===== config.mk =====
export PLATFORM = sky130hd
export DESIGN_NAME = core_bus_unit
export DESIGN_NICKNAME = d
export VERILOG_FILES = /design/src/rtl/core_bus_unit.sv
export SDC_FILE = /design/constraint.sdc
export NUM_CORES = 1
export LEC_CHECK = 0
export CORE_MARGIN = 2
export CORE_UTILIZATION = 40
export CTS_CLUSTER_DIAMETER = 150
export DETAILED_ROUTE_END_ITERATION = 8
export GPL_ROUTABILITY_DRIVEN = 0
export PLACE_DENSITY_LB_ADDON = 0.2
export SYNTH_ARGS = -nofsm -noshare
export SYNTH_HDL_FRONTEND = slang
export SYNTH_SLANG_ARGS = --single-unit

===== constraint.sdc =====
create_clock -name clk_in -period 2.33 [get_ports clk_in]
set_clock_uncertainty 0.05 [all_clocks]
set_input_delay 0.466 -clock clk_in [delete_from_list [all_inputs] [get_ports clk_in]]
set_output_delay 0.466 -clock clk_in [all_outputs]
set_load 0.01 [all_outputs]

===== src/rtl/core_bus_unit.sv =====
// core_bus_unit: arbitrates instruction fetch and data access requests onto a
// single request/acknowledge bus. One transaction at a time; data access wins
// over fetch when both are requested in the same idle cycle.
//
// Ports
//   clk_in, reset_in              clock, async active-low reset
//   if_ce_in/if_addr_in           fetch request from pc stage
//   if_flush_in                   jump flush (drops the in-flight fetch result)
//   if_rdata_out/if_valid_out     registered instruction + one-cycle valid pulse
//   if_stallreq_out               fetch stall request (combinational)
//   mem_ce_in/we/addr/wdata/be    data access request
//   mem_rdata_out/mem_valid_out   registered read data + one-cycle valid pulse
//   mem_stallreq_out              data stall request (combinational)
//   bus_req/we/addr/wdata/be_out  registered bus request, held until ack
//   bus_ack_in/bus_rdata_in       bus response
//   bus_err_out                   sticky timeout error
//
// Build option: define BUS_TIMEOUT_EN to enable the wait-state watchdog;
// otherwise wait states persist until ack and bus_err_out is tied low.
module core_bus_unit #(
  parameter int unsigned ADDR_WIDTH     = 32,
  parameter int unsigned DATA_WIDTH     = 32,
  parameter int unsigned TIMEOUT_CYCLES = 16
) (
  input  logic                    clk_in,
  input  logic                    reset_in,
  input  logic                    if_ce_in,
  input  logic [ADDR_WIDTH-1:0]   if_addr_in,
  input  logic                    if_flush_in,
  output logic [DATA_WIDTH-1:0]   if_rdata_out,
  output logic                    if_valid_out,
  output logic                    if_stallreq_out,
  input  logic                    mem_ce_in,
  input  logic                    mem_we_in,
  input  logic [ADDR_WIDTH-1:0]   mem_addr_in,
  input  logic [DATA_WIDTH-1:0]   mem_wdata_in,
  input  logic [DATA_WIDTH/8-1:0] mem_be_in,
  output logic [DATA_WIDTH-1:0]   mem_rdata_out,
  output logic                    mem_valid_out,
  output logic                    mem_stallreq_out,
  output logic                    bus_req_out,
  output logic                    bus_we_out,
  output logic [ADDR_WIDTH-1:0]   bus_addr_out,
  output logic [DATA_WIDTH-1:0]   bus_wdata_out,
  output logic [DATA_WIDTH/8-1:0] bus_be_out,
  input  logic                    bus_ack_in,
  input  logic [DATA_WIDTH-1:0]   bus_rdata_in,
  output logic                    bus_err_out
);

  localparam int unsigned BE_W  = DATA_WIDTH / 8;
  localparam int unsigned CNT_W = 8;

  // Elaboration-time parameter sanity checks
  if (TIMEOUT_CYCLES < 2 || TIMEOUT_CYCLES > 255) begin : g_bad_timeout
    $error("core_bus_unit: TIMEOUT_CYCLES must be in 2..255");
  end
  if ((DATA_WIDTH % 8) != 0 || DATA_WIDTH == 0) begin : g_bad_width
    $error("core_bus_unit: DATA_WIDTH must be a non-zero multiple of 8");
  end

  typedef enum logic [1:0] {
    IDLE     = 2'd0,
    IF_WAIT  = 2'd1,
    MEM_WAIT = 2'd2
  } state_t;

  state_t                state_q, state_d;
  logic                  req_d, we_d;
  logic [ADDR_WIDTH-1:0] addr_d;
  logic [DATA_WIDTH-1:0] wdata_d;
  logic [BE_W-1:0]       be_d;
  logic [DATA_WIDTH-1:0] if_rdata_d, mem_rdata_d;
  logic                  if_valid_d, mem_valid_d;
  logic                  flush_q, flush_d;
  logic                  mem_go, if_go, timeout, drop_fetch;

  // Stall while a port is requesting and its result is not being delivered
  assign if_stallreq_out  = if_ce_in  & ~if_valid_out;
  assign mem_stallreq_out = mem_ce_in & ~mem_valid_out;

  // A port may not relaunch in the cycle its own valid pulse is high
  assign mem_go     = mem_ce_in & ~mem_valid_out;
  assign if_go      = if_ce_in & ~if_valid_out & ~if_flush_in;
  // A flush seen anytime during the fetch wait (including the ack cycle) drops it
  assign drop_fetch = flush_q | if_flush_in;

`ifdef BUS_TIMEOUT_EN
  logic [CNT_W-1:0] cnt_q, cnt_d;
  logic             err_d;

  assign timeout = (state_q != IDLE) && (cnt_q == CNT_W'(TIMEOUT_CYCLES - 1));

  // Watchdog: counts wait cycles, restarts on every return to idle
  always_comb begin
    cnt_d = '0;
    err_d = bus_err_out;
    if (state_q != IDLE && !bus_ack_in) begin
      if (timeout) begin
        err_d = 1'b1;
      end else begin
        cnt_d = cnt_q + CNT_W'(1);
      end
    end
  end

  always_ff @(posedge clk_in or negedge reset_in) begin
    if (!reset_in) begin
      cnt_q       <= '0;
      bus_err_out <= 1'b0;
    end else begin
      cnt_q       <= cnt_d;
      bus_err_out <= err_d;
    end
  end
`else
  assign timeout     = 1'b0;
  assign bus_err_out = 1'b0;
`endif

  // Next-state and next-output logic
  always_comb begin
    state_d     = state_q;
    req_d       = bus_req_out;
    we_d        = bus_we_out;
    addr_d      = bus_addr_out;
    wdata_d     = bus_wdata_out;
    be_d        = bus_be_out;
    if_rdata_d  = if_rdata_out;
    mem_rdata_d = mem_rdata_out;
    if_valid_d  = 1'b0;
    mem_valid_d = 1'b0;
    flush_d     = flush_q;

    unique case (state_q)
      IDLE: begin
        flush_d = 1'b0;
        if (mem_go) begin
          state_d = MEM_WAIT;
          req_d   = 1'b1;
          we_d    = mem_we_in;
          addr_d  = mem_addr_in;
          wdata_d = mem_wdata_in;
          be_d    = mem_be_in;
        end else if (if_go) begin
          state_d = IF_WAIT;
          req_d   = 1'b1;
          we_d    = 1'b0;
          addr_d  = if_addr_in;
          wdata_d = '0;
          be_d    = '1;
        end
      end

      IF_WAIT: begin
        if (if_flush_in) flush_d = 1'b1;
        if (bus_ack_in) begin
          state_d = IDLE;
          req_d   = 1'b0;
          flush_d = 1'b0;
          if (!drop_fetch) begin
            if_rdata_d = bus_rdata_in;
            if_valid_d = 1'b1;
          end
        end else if (timeout) begin
          state_d = IDLE;
          req_d   = 1'b0;
          flush_d = 1'b0;
          if (!drop_fetch) begin
            if_rdata_d = '0;
            if_valid_d = 1'b1;
          end
        end
      end

      MEM_WAIT: begin
        if (bus_ack_in) begin
          state_d     = IDLE;
          req_d       = 1'b0;
          mem_valid_d = 1'b1;
          // Writes leave the read-data register untouched
          if (!bus_we_out) mem_rdata_d = bus_rdata_in;
        end else if (timeout) begin
          state_d     = IDLE;
          req_d       = 1'b0;
          mem_valid_d = 1'b1;
          mem_rdata_d = '0;
        end
      end

      default: begin
        state_d = IDLE;
        req_d   = 1'b0;
        flush_d = 1'b0;
      end
    endcase
  end

  // State and output registers
  always_ff @(posedge clk_in or negedge reset_in) begin
    if (!reset_in) begin
      state_q       <= IDLE;
      bus_req_out   <= 1'b0;
      bus_we_out    <= 1'b0;
      bus_addr_out  <= '0;
      bus_wdata_out <= '0;
      bus_be_out    <= '0;
      if_rdata_out  <= '0;
      mem_rdata_out <= '0;
      if_valid_out  <= 1'b0;
      mem_valid_out <= 1'b0;
      flush_q       <= 1'b0;
    end else begin
      state_q       <= state_d;
      bus_req_out   <= req_d;
      bus_we_out    <= we_d;
      bus_addr_out  <= addr_d;
      bus_wdata_out <= wdata_d;
      bus_be_out    <= be_d;
      if_rdata_out  <= if_rdata_d;
      mem_rdata_out <= mem_rdata_d;
      if_valid_out  <= if_valid_d;
      mem_valid_out <= mem_valid_d;
      flush_q       <= flush_d;
    end
  end

endmodule

==> run summary <==
outcome: completed
P_leak: 0.003902 uW
syn_nets: 499
drt pass-1 iters: 4
mean cell area of the mapped netlist: 15.59 um^2
starting density of the core: 0.4057
post-layout min period: 2.220 ns
Crit-path slowest cell: clkdlybuf4s50_1
CTS root buf: clkbuf_16
Tot GR Track Use: 0.2004
Gates resized, CTS repair: 0
final antenna-violating net count: 0
unrepaired setup endpoints after global routing: no
Site Rows: 43
Hold Slack: 0.4413 ns
Synth Area in Adders: 0.006743
YS warnings: 0
CTS buffer count: 17
cell area after synthesis: 5567 um^2
combinational family with the most area after synthesis: multiplexers
Top Ports: 278
Reg clk slew, reported paths: 0.05 ns
final net count: 784
dpl hpwl: 10880 um
die area: 14880 um^2
commonest non-fill, non-tap cells in the layout: clkdlybuf4s50_1, dfrtp_1, mux2_2, a22o_1, clkbuf_16
Cells after Synth: 357
most frequent CP cell: clkdlybuf4s50_1
beginning of the worst register-to-register path: if_valid_out$_DFF_PN0_
Vias: 4082
Final Hold Viols: 0
port buffer count: 276
final setup fails: 0
Yosys cell types: 25
fin. max-slew vios: 0
Area Growth Syn to Fin: 65.99%
Die Y-Extent: 122.0 um
worst r2r path cells: 4
Worst EP required: 1.81 ns
core area: 13720 um^2
FF-to-FF setup slack: 0.51 ns
Critical Path, Cell by Cell: clkdlybuf4s50_1, nand2b_2, inv_1, clkdlybuf4s50_1
Post-Synth XOR/XNOR Area: 0
final wirelength: 14740 um
Worst-Skew Late Latency: 0.41 ns
Startpoint Class: input pin
vias in the first global route: 4480
layout cell share with drive strength beyond 1: 0.2645
Detailed Route Iter0 Violations: 161
first-pass GRT wire length: 22760 um
hold_buf cts: 1
DP Worst Slack: -0.06062 ns
worst setup path endpoint: mem_stallreq_out
sequential element share of the synthesized area: 0.6249
Min-Delay Path Class: reg2reg
Synth Area in Compound Gates: 0.07058
CTS tree: done
FF+latch count, synth: 139
ant diodes: 0
Critical Path AT: 1.70 ns
clk sink count: 139
f_max: 450.5 MHz
GRT overflow: 0
CP max stage delay: 0.59 ns
number of vias per cell: 4.894
DRC Markers: 0
CP Launch Point: mem_ce_in
chip width: 122.0 um
simple-gate portion of the synthesized area: 0.01326
Critical R2R Capture: bus_addr_out[18]$_DFFE_PN0P_
Worst Path Max Fanout: 2
# fillers: 1021
Setup Fix Bufs, Post-CTS: 0
H-tree depth: 4
initial antenna violation count: 0
crit path kind: in2out
power per cell area: 1348 nW/um^2
Avg WL per Cell: 17.68 um
Max-Cap Viols: 0
Final Cycle Share: 0.9527
VDD IR max: 735.2 uV
mux contribution to synthesized area: 0.2589
critical path capture point type: output pin
Clock Path Buffers: 2
most common cell after layout, fill and taps aside: clkdlybuf4s50_1
Setup WS post-layout: 0.1102 ns
largest net degree at the start of global routing: 53
==> how the worst min path moves through the flow <==
stage                                          endpoint                     startpoint  slack [ns]  cells after the start
after floorplan             bus_addr_out[0]$_DFFE_PN0P_                       reset_in        0.12                      0
after global placement     mem_rdata_out[7]$_DFFE_PN0P_                       reset_in        0.37                      1
after detailed placement    if_rdata_out[7]$_DFFE_PN0P_                       reset_in        0.37                      1
after CTS                     bus_be_out[1]$_DFFE_PN0P_      bus_be_out[1]$_DFFE_PN0P_        0.44                      1
after global routing       bus_wdata_out[2]$_DFFE_PN0P_   bus_wdata_out[2]$_DFFE_PN0P_        0.46                      1
final                     mem_rdata_out[24]$_DFFE_PN0P_  mem_rdata_out[24]$_DFFE_PN0P_        0.44                      1
==> routing by layer <==
metal  up-vias  GRT usage  routed length (um)
li1       1860          -                   -
met5         -          0                   0
met1      2012     0.2184                5435
met3        24     0.1035                1877
met2       186     0.3341                7135
met4         0    0.07328                 293
==> registers in the layout, indices dropped and copies added, names as in the netlist <==
register       count
bus_addr_out      32
bus_wdata_out     32
if_rdata_out      32
mem_rdata_out     32
bus_be_out         4
state_q            2
bus_req_out        1
bus_we_out         1
flush_q            1
if_valid_out       1
mem_valid_out      1
==> cell type report <==
class | count | area, um^2 | share of cell area
Inverter | 5 | 18.77 | 0.002031
Multi-Input combinational cell | 191 | 1961 | 0.2122
Sequential cell | 139 | 3478 | 0.3764
Tap cell | 180 | 225.2 | 0.02437
Timing Repair Buffer | 288 | 2957 | 0.3200
Clock inverter | 11 | 143.9 | 0.01557
Clock buffer | 20 | 456.7 | 0.04942
==> power breakdown <==
part	total (uW)	internal [uW]	switching, uW
combinational	5560	3460	2100
sequential	4190	3590	607
clock	2700	1730	973
total	12500	8780	3680
==> worst max-delay path: cells and delay by family <==
family	cells	cell delay [ns]
buf+inv	3	1.15
simple gates	1	0.09
==> per-stage QoR <==
step	total power (uW)	util	instances	cell area, um^2	TNS (ns)
floorplan	6633	-	357	5567	0
global placement	9679	0.6290	802	8630	-0.1661
detailed placement	9854	0.6290	802	8630	-1.512
CTS	12630	0.6735	834	9240	0
global route	13180	0.6735	834	9240	0
finish	12450	0.6735	834	9240	0
==> cell usage after synthesis <==
master    instances  area [um^2]
o22a_1            5        43.79
buf_6             3        33.78
o22ai_1           1        6.260
dfrtp_1         139         3478
clkbuf_1          8        30.03
inv_1             5        18.77
a21oi_4           1        16.27
nand2b_1          3        18.77
nor2b_1           3        18.77
buf_1             1        3.750
buf_2             9        45.04
nand2_1           2        7.510
mux2_2          127         1430
or3b_1            1        8.760
ha_1              3        37.54
a21o_1            1        7.510
conb_1            1        3.750
nor2_1            1        3.750
and2_1            1        6.260
buf_4             1        7.510
nor3_2            1        10.01
a21oi_1           5        25.02
mux2_1            1        11.26
a22o_1           33        289.0
o21ai_0           1        5.000
==> kinds of logic after synthesis <==
family,count (synthesis)
muxes,128
AOI/OAI and AO/OA,47
and+or+nand+nor,12
DFF,139
buffers and inverters,27
adders and majority gates,3
other,1
Note: power is estimated with default switching activity, not from simulation.
